## src/rtl/mul_accum_pkg.sv

```systemverilog
// rtl/mul_accum_pkg.sv - shared widths, counter sizing and saturation helper for mul_accum_reduce
package mul_accum_pkg;

  localparam int DEF_MUL_LAT  = 4;
  localparam int DEF_REDUCE_N = 4;
  localparam int DEF_IN_W     = 16;
  localparam int DEF_ACC_W    = 24;

  // A one-product group still needs a 1-bit counter so the port widths stay legal.
  function automatic int cnt_width(input int n);
    return (n <= 1) ? 1 : $clog2(n);
  endfunction

  localparam int CNT_W = cnt_width(DEF_REDUCE_N);

  function automatic logic signed [63:0] sat_clip(input logic signed [63:0] v,
                                                  input int w,
                                                  output logic clipped);
    logic signed [63:0] hi;
    logic signed [63:0] lo;
    hi = (64'sd1 <<< (w - 1)) - 64'sd1;
    lo = -(64'sd1 <<< (w - 1));
    clipped = 1'b0;
    if (v > hi) begin
      clipped = 1'b1;
      return hi;
    end
    if (v < lo) begin
      clipped = 1'b1;
      return lo;
    end
    return v;
  endfunction

endpackage

```

## src/rtl/valid_delay_line.sv

```systemverilog
// rtl/valid_delay_line.sv - enable-gated shift register that tags a pipelined datapath with its valid bit
module valid_delay_line #(
  parameter int DEPTH = 4
) (
  input  logic CLK,
  input  logic rst,
  input  logic en,
  input  logic din,
  output logic dout
);

  logic [DEPTH-1:0] sr;

  always_ff @(posedge CLK) begin
    if (rst) begin
      sr <= '0;
    end else if (en) begin
      sr[0] <= din;
      for (int i = 1; i < DEPTH; i++) begin
        sr[i] <= sr[i-1];
      end
    end
  end

  assign dout = sr[DEPTH-1];

endmodule

```

## src/rtl/mul_accum_reduce.sv

```systemverilog
// rtl/mul_accum_reduce.sv - sums every REDUCE_N valid multiplier products into one registered result
// Optional saturating accumulation when MUL_ACCUM_SAT_EN is defined; wraps otherwise.
module mul_accum_reduce
  import mul_accum_pkg::*;
#(
  parameter int MUL_LAT  = DEF_MUL_LAT,
  parameter int REDUCE_N = DEF_REDUCE_N,
  parameter int IN_W     = DEF_IN_W,
  parameter int ACC_W    = DEF_ACC_W
) (
  input  logic                    CLK,
  input  logic                    rst,
  input  logic                    ce,
  input  logic                    src_valid,
  input  logic signed [IN_W-1:0]  p,
  output logic                    up_ce,
  output logic                    out_valid,
  input  logic                    out_ready,
  output logic signed [ACC_W-1:0] out_data,
  output logic                    out_sat
);

  localparam int CW = cnt_width(REDUCE_N);
  localparam int SW = ACC_W + 1;
  localparam logic [CW-1:0] LAST = CW'(REDUCE_N - 1);

  logic                    in_valid;
  logic [CW-1:0]           cnt;
  logic signed [ACC_W-1:0] acc;
  logic signed [ACC_W-1:0] base;
  logic signed [SW-1:0]    sum_wide;
  logic signed [ACC_W-1:0] sum_next;

  // Reset must not be blocked by a pending unaccepted result.
  assign up_ce = ce & (rst | ~(out_valid & ~out_ready));

  valid_delay_line #(
    .DEPTH(MUL_LAT)
  ) u_valid_dly (
    .CLK (CLK),
    .rst (rst),
    .en  (up_ce),
    .din (src_valid),
    .dout(in_valid)
  );

`ifdef MUL_ACCUM_SAT_EN
  logic                 clip;
  logic                 grp_sat;
  logic                 sat_next;
  logic                 sat_q;
  logic signed [63:0]   clipped;

  always_comb begin
    clip     = 1'b0;
    base     = (cnt == '0) ? '0 : acc;
    sum_wide = SW'(base) + SW'(p);
    clipped  = sat_clip(64'(sum_wide), ACC_W, clip);
    sum_next = clipped[ACC_W-1:0];
    sat_next = ((cnt == '0) ? 1'b0 : grp_sat) | clip;
  end

  assign out_sat = sat_q;
`else
  always_comb begin
    base     = (cnt == '0) ? '0 : acc;
    sum_wide = SW'(base) + SW'(p);
    sum_next = sum_wide[ACC_W-1:0];
  end

  assign out_sat = 1'b0;
`endif

  // up_ce high implies no stall, so a pending result here is always being accepted.
  always_ff @(posedge CLK) begin
    if (rst) begin
      acc       <= '0;
      cnt       <= '0;
      out_data  <= '0;
      out_valid <= 1'b0;
`ifdef MUL_ACCUM_SAT_EN
      grp_sat   <= 1'b0;
      sat_q     <= 1'b0;
`endif
    end else if (up_ce) begin
      if (out_valid && out_ready) begin
        out_valid <= 1'b0;
      end
      if (in_valid) begin
        if (cnt == LAST) begin
          out_data  <= sum_next;
          out_valid <= 1'b1;
          cnt       <= '0;
`ifdef MUL_ACCUM_SAT_EN
          sat_q     <= sat_next;
`endif
        end else begin
          acc <= sum_next;
          cnt <= cnt + 1'b1;
`ifdef MUL_ACCUM_SAT_EN
          grp_sat <= sat_next;
`endif
        end
      end
    end
  end

endmodule

```

## config.mk

```make
export PLATFORM = sky130hd
export DESIGN_NAME = mul_accum_reduce
export DESIGN_NICKNAME = d
export VERILOG_FILES = /design/src/rtl/mul_accum_pkg.sv /design/src/rtl/valid_delay_line.sv /design/src/rtl/mul_accum_reduce.sv
export SDC_FILE = /design/constraint.sdc
export NUM_CORES = 1
export LEC_CHECK = 0
export CORE_ASPECT_RATIO = 2
export CORE_MARGIN = 4
export CORE_UTILIZATION = 51
export CTS_BUF_LIST = sky130_fd_sc_hd__clkbuf_4 sky130_fd_sc_hd__clkbuf_8
export DETAILED_ROUTE_END_ITERATION = 8
export PLACE_DENSITY = 0.75
export SLEW_MARGIN = 20
export SYNTH_ARGS = -nofsm -noshare
export SYNTH_HDL_FRONTEND = slang
export SYNTH_SLANG_ARGS = --single-unit
export TNS_END_PERCENT = 20
```

## constraint.sdc

```tcl
create_clock -name CLK -period 4.2 [get_ports CLK]
set_input_delay 0.63 -clock CLK [delete_from_list [all_inputs] [get_ports CLK]]
set_output_delay 0.63 -clock CLK [all_outputs]
set_load 0.005 [all_outputs]
```

# After elaboration in Yosys (flattened, before gate mapping)
# Index checks and enable logic that the tools add are counted.
# W data, S select, Z words.
classes:
  addsub: 2
  n_mul: 0
  n_div: 0
  magnitude_cmp: 0
  eq_ne: 1
  n_shift: 0
  mux: 5
  bitwise: 6
  reduce_logical: 5
ops:
  columns: ["operator", "count"]
  rows:
  - ["$add A24 B16 Y24", 1]
  - ["$mux W24", 1]
  - ["$reduce_and A3 Y1", 2]
  - ["$mux W1", 3]
  - ["$not A1 Y1", 3]
  - ["$add A2 B1 Y2 const B", 1]
  - ["$and A1 B1 Y1", 2]
  - ["$eq A2 B2 Y1 const B", 1]
  - ["$logic_not A2 Y1", 1]
  - ["$mux W2", 1]
  - ["$reduce_and A2 Y1", 1]
  - ["$logic_and A1 B1 Y1", 1]
  - ["$or A1 B1 Y1", 1]
word_totals:
  register_bits: 55
  latch_bits: 0
  mem_bits_rw: 0
  rom_bits: 0
  in_bits: 21
  output_inout_bits: 27
  elab_cells: 24
  memories: 0

# Longest topological paths before layout
depth:
  depth_word: 6
  ltp_mapped: 13
  mapped_depth_nobuf: 12

# Modules after synthesis
# Synthesis repeated with hierarchy kept, for this count alone.
unflattened:
  hier_cells: 442
  area_unflattened_um2: 3485.8
by_module_without_submodules:
  columns: ["module", "instances", "cells_each", "area_per_inst_um2", "seq_area_each_um2"]
  rows:
  - ["mul_accum_reduce", 1, 429, 3345.7, 1021.0]
  - ["valid_delay_line", 1, 13, 140.1, 80.1]

# Worst setup path after synthesis
# Ideal clock, no wire load.
synth_timing:
  kind: "register to register"
  from: "reg cnt[0]"
  to: "reg out_data[23]"
  setup_time_ns: 0.086
  arrival_ns: 2.614
  required_ns: 4.114
  setup_slack_ns: 1.501
  path_stages_with_launch: 14
  n_path_buf: 2
  period_less_slack_ns: 2.699
  path_cell_list: "dfxtp_1 -> inv_1 -> ha_1 -> clkbuf_1 -> nor2b_1 -> ha_1 -> buf_6 -> a21o_1 -> o21bai_1 -> a41o_1 -> o31ai_4 -> o21ai_2 -> xnor2_1 -> a211oi_1"
synth_between:
  elab_chain_len: 3
  elab_cells_between_ends: 5
  classes_between: "add/sub (1); eq/ne (1); mux (1); reduce/logical (2)"
synth_lines:
  columns: ["element", "line_no", "rtl"]
  rows:
  - ["start: declaration", "mul_accum_reduce.sv:28", "logic [CW-1:0] cnt;"]
  - ["start signal: assignment", "mul_accum_reduce.sv:99", "cnt <= cnt + 1'b1;"]
  - ["$logic_not A2 Y1", "mul_accum_reduce.sv:66", "base = (cnt == '0) ? '0 : acc;"]
  - ["$mux W24", "mul_accum_reduce.sv:66", null]
  - ["$add A24 B16 Y24", "mul_accum_reduce.sv:67", "sum_wide = SW'(base) + SW'(p);"]
  - ["end signal: assignment", "mul_accum_reduce.sv:91", "out_data <= sum_next;"]
  - ["end: declaration", "mul_accum_reduce.sv:19", "output logic signed [ACC_W-1:0] out_data,"]
# Parallel ways exist; a longest one is shown, timed or not.
# A chain may end at the register's enable or synchronous reset.

# Final worst setup path
# Ends and elaborated chain as after synthesis.

==> run summary <==
Final Critical Period: 3.27 ns
Comb pwr share: 10.5%
cts repair resizes: 0
number of synthesized flops with an enable pin: 0
Worst EP arrival: 3.44 ns
Post-Syn Area: 3600 µm²
clk_lat worst skew: 0.33 ns
hold_buf cts: 0
setup repair bufs after CTS: 0
Root Driver: clkbuf_8
Post-DP HPWL: 7.58 mm
Least-Margin Pin Slew: 0.940 ns
DP Area: 4040 µm²
Peak VDD IR: 236 µV
first-pass GRT wire length: 15.8 mm
# nets final: 526
mean post-synth cell area: 8.05 µm²
RSZ-0062 raised after global routing: false
dpl ws: 0.913 ns
num ports: 48
internal power: 0.685 mW
status: complete, no violations
H-tree depth: 2
hold crit path type: reg -> reg
Die H: 127 µm
switch share: 27.5%
FF+latch count, synth: 55
vias in the first global route: 3387
endpoints failing setup: 0
Initial Utilization: 52.2%
CP startpoint kind: flop
Pre-Repair DR Iteration Count: 4
setup TNS: 0 ns
CP Launch Point: cnt[0]
post-synth top area share: 30.6%
Worst slew margin: 37.3%
final clock skew: 0.0143 ns
largest cells by area after synthesis: dfxtp_1, ha_1, nand2_1, a21oi_1, nor2b_1
top_reg_cell synth: dfxtp_1
Die Span X: 67.4 µm
Vias/cell: 5.88
reg-to-reg slack, setup: 0.93 ns
cell count after synthesis: 447
period utilisation layout: 78.0%
leak pwr: 1.53 nW
GRT Resource Usage Total: 24.4%
Reg2Reg Depth: 12
yosys warns: 0
CTS Buf Count: 5
drt drc: 0
r2r endpoint: out_data[23]
initial antenna violation count: 0
Pwr Density: 228 nW/µm²
FMAX: 0.305 GHz
Placer Congestion: 1.01
Worst R2R Start: cnt[0]
register area share after synthesis: 30.6%
Synthesized Nets: 494
fin area: 4130 µm²
crit path to: out_data[23]
layout cells sized above 1: 7.29%
pin count of the biggest net entering global routing: 65
port bufs: 46
reported net switching power: 0.259 mW
die area: 8540 µm²
Seq pwr share: 55.5%
register area: 1100 µm²
Routed wire per std cell: 17.3 µm
Fill cells: 660
Hold Vio Cnt, Final: 0
Total Routed Length: 9.84 mm
Synth async-reset ratio: 0%
Req. time, crit path: 4.37 ns
setup slack after layout: 0.925 ns
commonest non-fill, non-tap cell in the layout: nand2_1
Row Count: 43
max-slew violations: 0
CP Max Fanout: 12
antenna cells: 0
Vias: 3351
GRT Residual Overflow: 0
CTS tree: built
area delta synth->final: 14.9%
CTS Buffer Depth: 2
initial drt markers: 194
Sink Count: 55
core area: 6890 µm²
clock network fraction of total power: 34.0%
critical path class: reg -> reg
Max-Cap Viols: 0
most frequent cells in the layout: nand2_1, a21oi_1, dfxtp_1, clkdlybuf4s50_1
Clock Pin Slew Worst Setup and Hold Paths: 0.11 ns
cell taking the most area after synthesis: dfxtp_1
ANT nets after route: 0
area of the multi-input gates: 2290 µm²
CP Capture Type: flop
Netlist cell types: 65
[critical path, cell delays in order (launching register included)]
cell	delay, ns
dfxtp_1	0.35
inv_1	0.07
ha_1	0.48
buf_4	0.29
nor2b_1	0.07
ha_1	0.34
a21oi_1	0.26
o21ai_0	0.14
a41o_1	0.31
o31ai_4	0.35
o21ai_2	0.11
xnor2_1	0.24
a211oi_1	0.10
[metal layers]
layer | vias up | GRT usage, % | routed length [µm]
li1 | 1636 | - | -
met1 | 1573 | 22.7 | 3320
met2 | 93 | 43.7 | 5330
met3 | 49 | 3.37 | 310
met4 | 0 | 21.1 | 873
met5 | - | 0 | 0
[area by class of cell]
| type | instances | area share [%] |
|---|---|---|
| clock buffer | 5 | 1.67 |
| clock inverter | 3 | 0.575 |
| timing repair buffer | 53 | 12.3 |
| tap | 90 | 2.72 |
| sequential | 55 | 26.6 |
| inverter | 7 | 0.636 |
| multi-input combinational | 357 | 55.5 |
[stage by stage]
step	power [mW]	std cells	hold slack [ns]	util (%)
2_1_floorplan	0.599	447	0.427	-
3_3_place_gp	0.633	562	0.437	58.7
3_5_place_dp	0.634	562	0.440	58.7
4_1_cts	0.951	570	0.456	60.0
5_1_grt	0.979	570	0.482	60.0
6_report	0.944	570	0.453	60.0
[cell families after synthesis]
logic type,synth area share (%)
buffers and inverters,5.67
XOR/XNOR,4.14
flip-flops,30.6
other,0.104
AO/OA/AOI/OAI,23.4
AND/OR/NAND/NOR,25.7
multiplexers,1.11
adder cells (fa/ha/maj),9.25
[flip-flops by register name, indices dropped and copies added (netlist names)]
signal / cells
u_valid_dly.sr: 4
out_valid: 1
acc: 24
cnt: 2
out_data: 24
[power by group through the flow]
stage	logic (mW)	clock network [mW]	registers (mW)
CTS	0.0990	0.329	0.524
detailed placement	0.0984	0	0.536
global route	0.108	0.347	0.524
floorplan	0.0637	0	0.536
global placement	0.0972	0	0.536
finish	0.0993	0.321	0.524
[synthesized netlist by cell type, types with 9 or more instances]
master	count
a21o_1	9
a211oi_1	9
nor2b_1	25
nand3_1	11
a21oi_1	55
nor2_1	24
ha_1	25
xnor2_1	10
nand2_1	82
o21ai_0	13
dfxtp_1	55
clkbuf_1	13
[worst min-delay path by stage]
| stage | from | endpoint | slack (ns) | cells after the start |
|---|---|---|---|---|
| 3_3_place_gp | acc[1] | acc[1] | 0.44 | 2 |
| 5_1_grt | out_data[3] | out_data[3] | 0.48 | 2 |
| 2_1_floorplan | acc[19] | acc[19] | 0.43 | 2 |
| 4_1_cts | acc[19] | acc[19] | 0.46 | 2 |
| 6_report | acc[19] | acc[19] | 0.45 | 2 |
| 3_5_place_dp | acc[19] | acc[19] | 0.44 | 2 |
(Power assumes the default switching activity.)
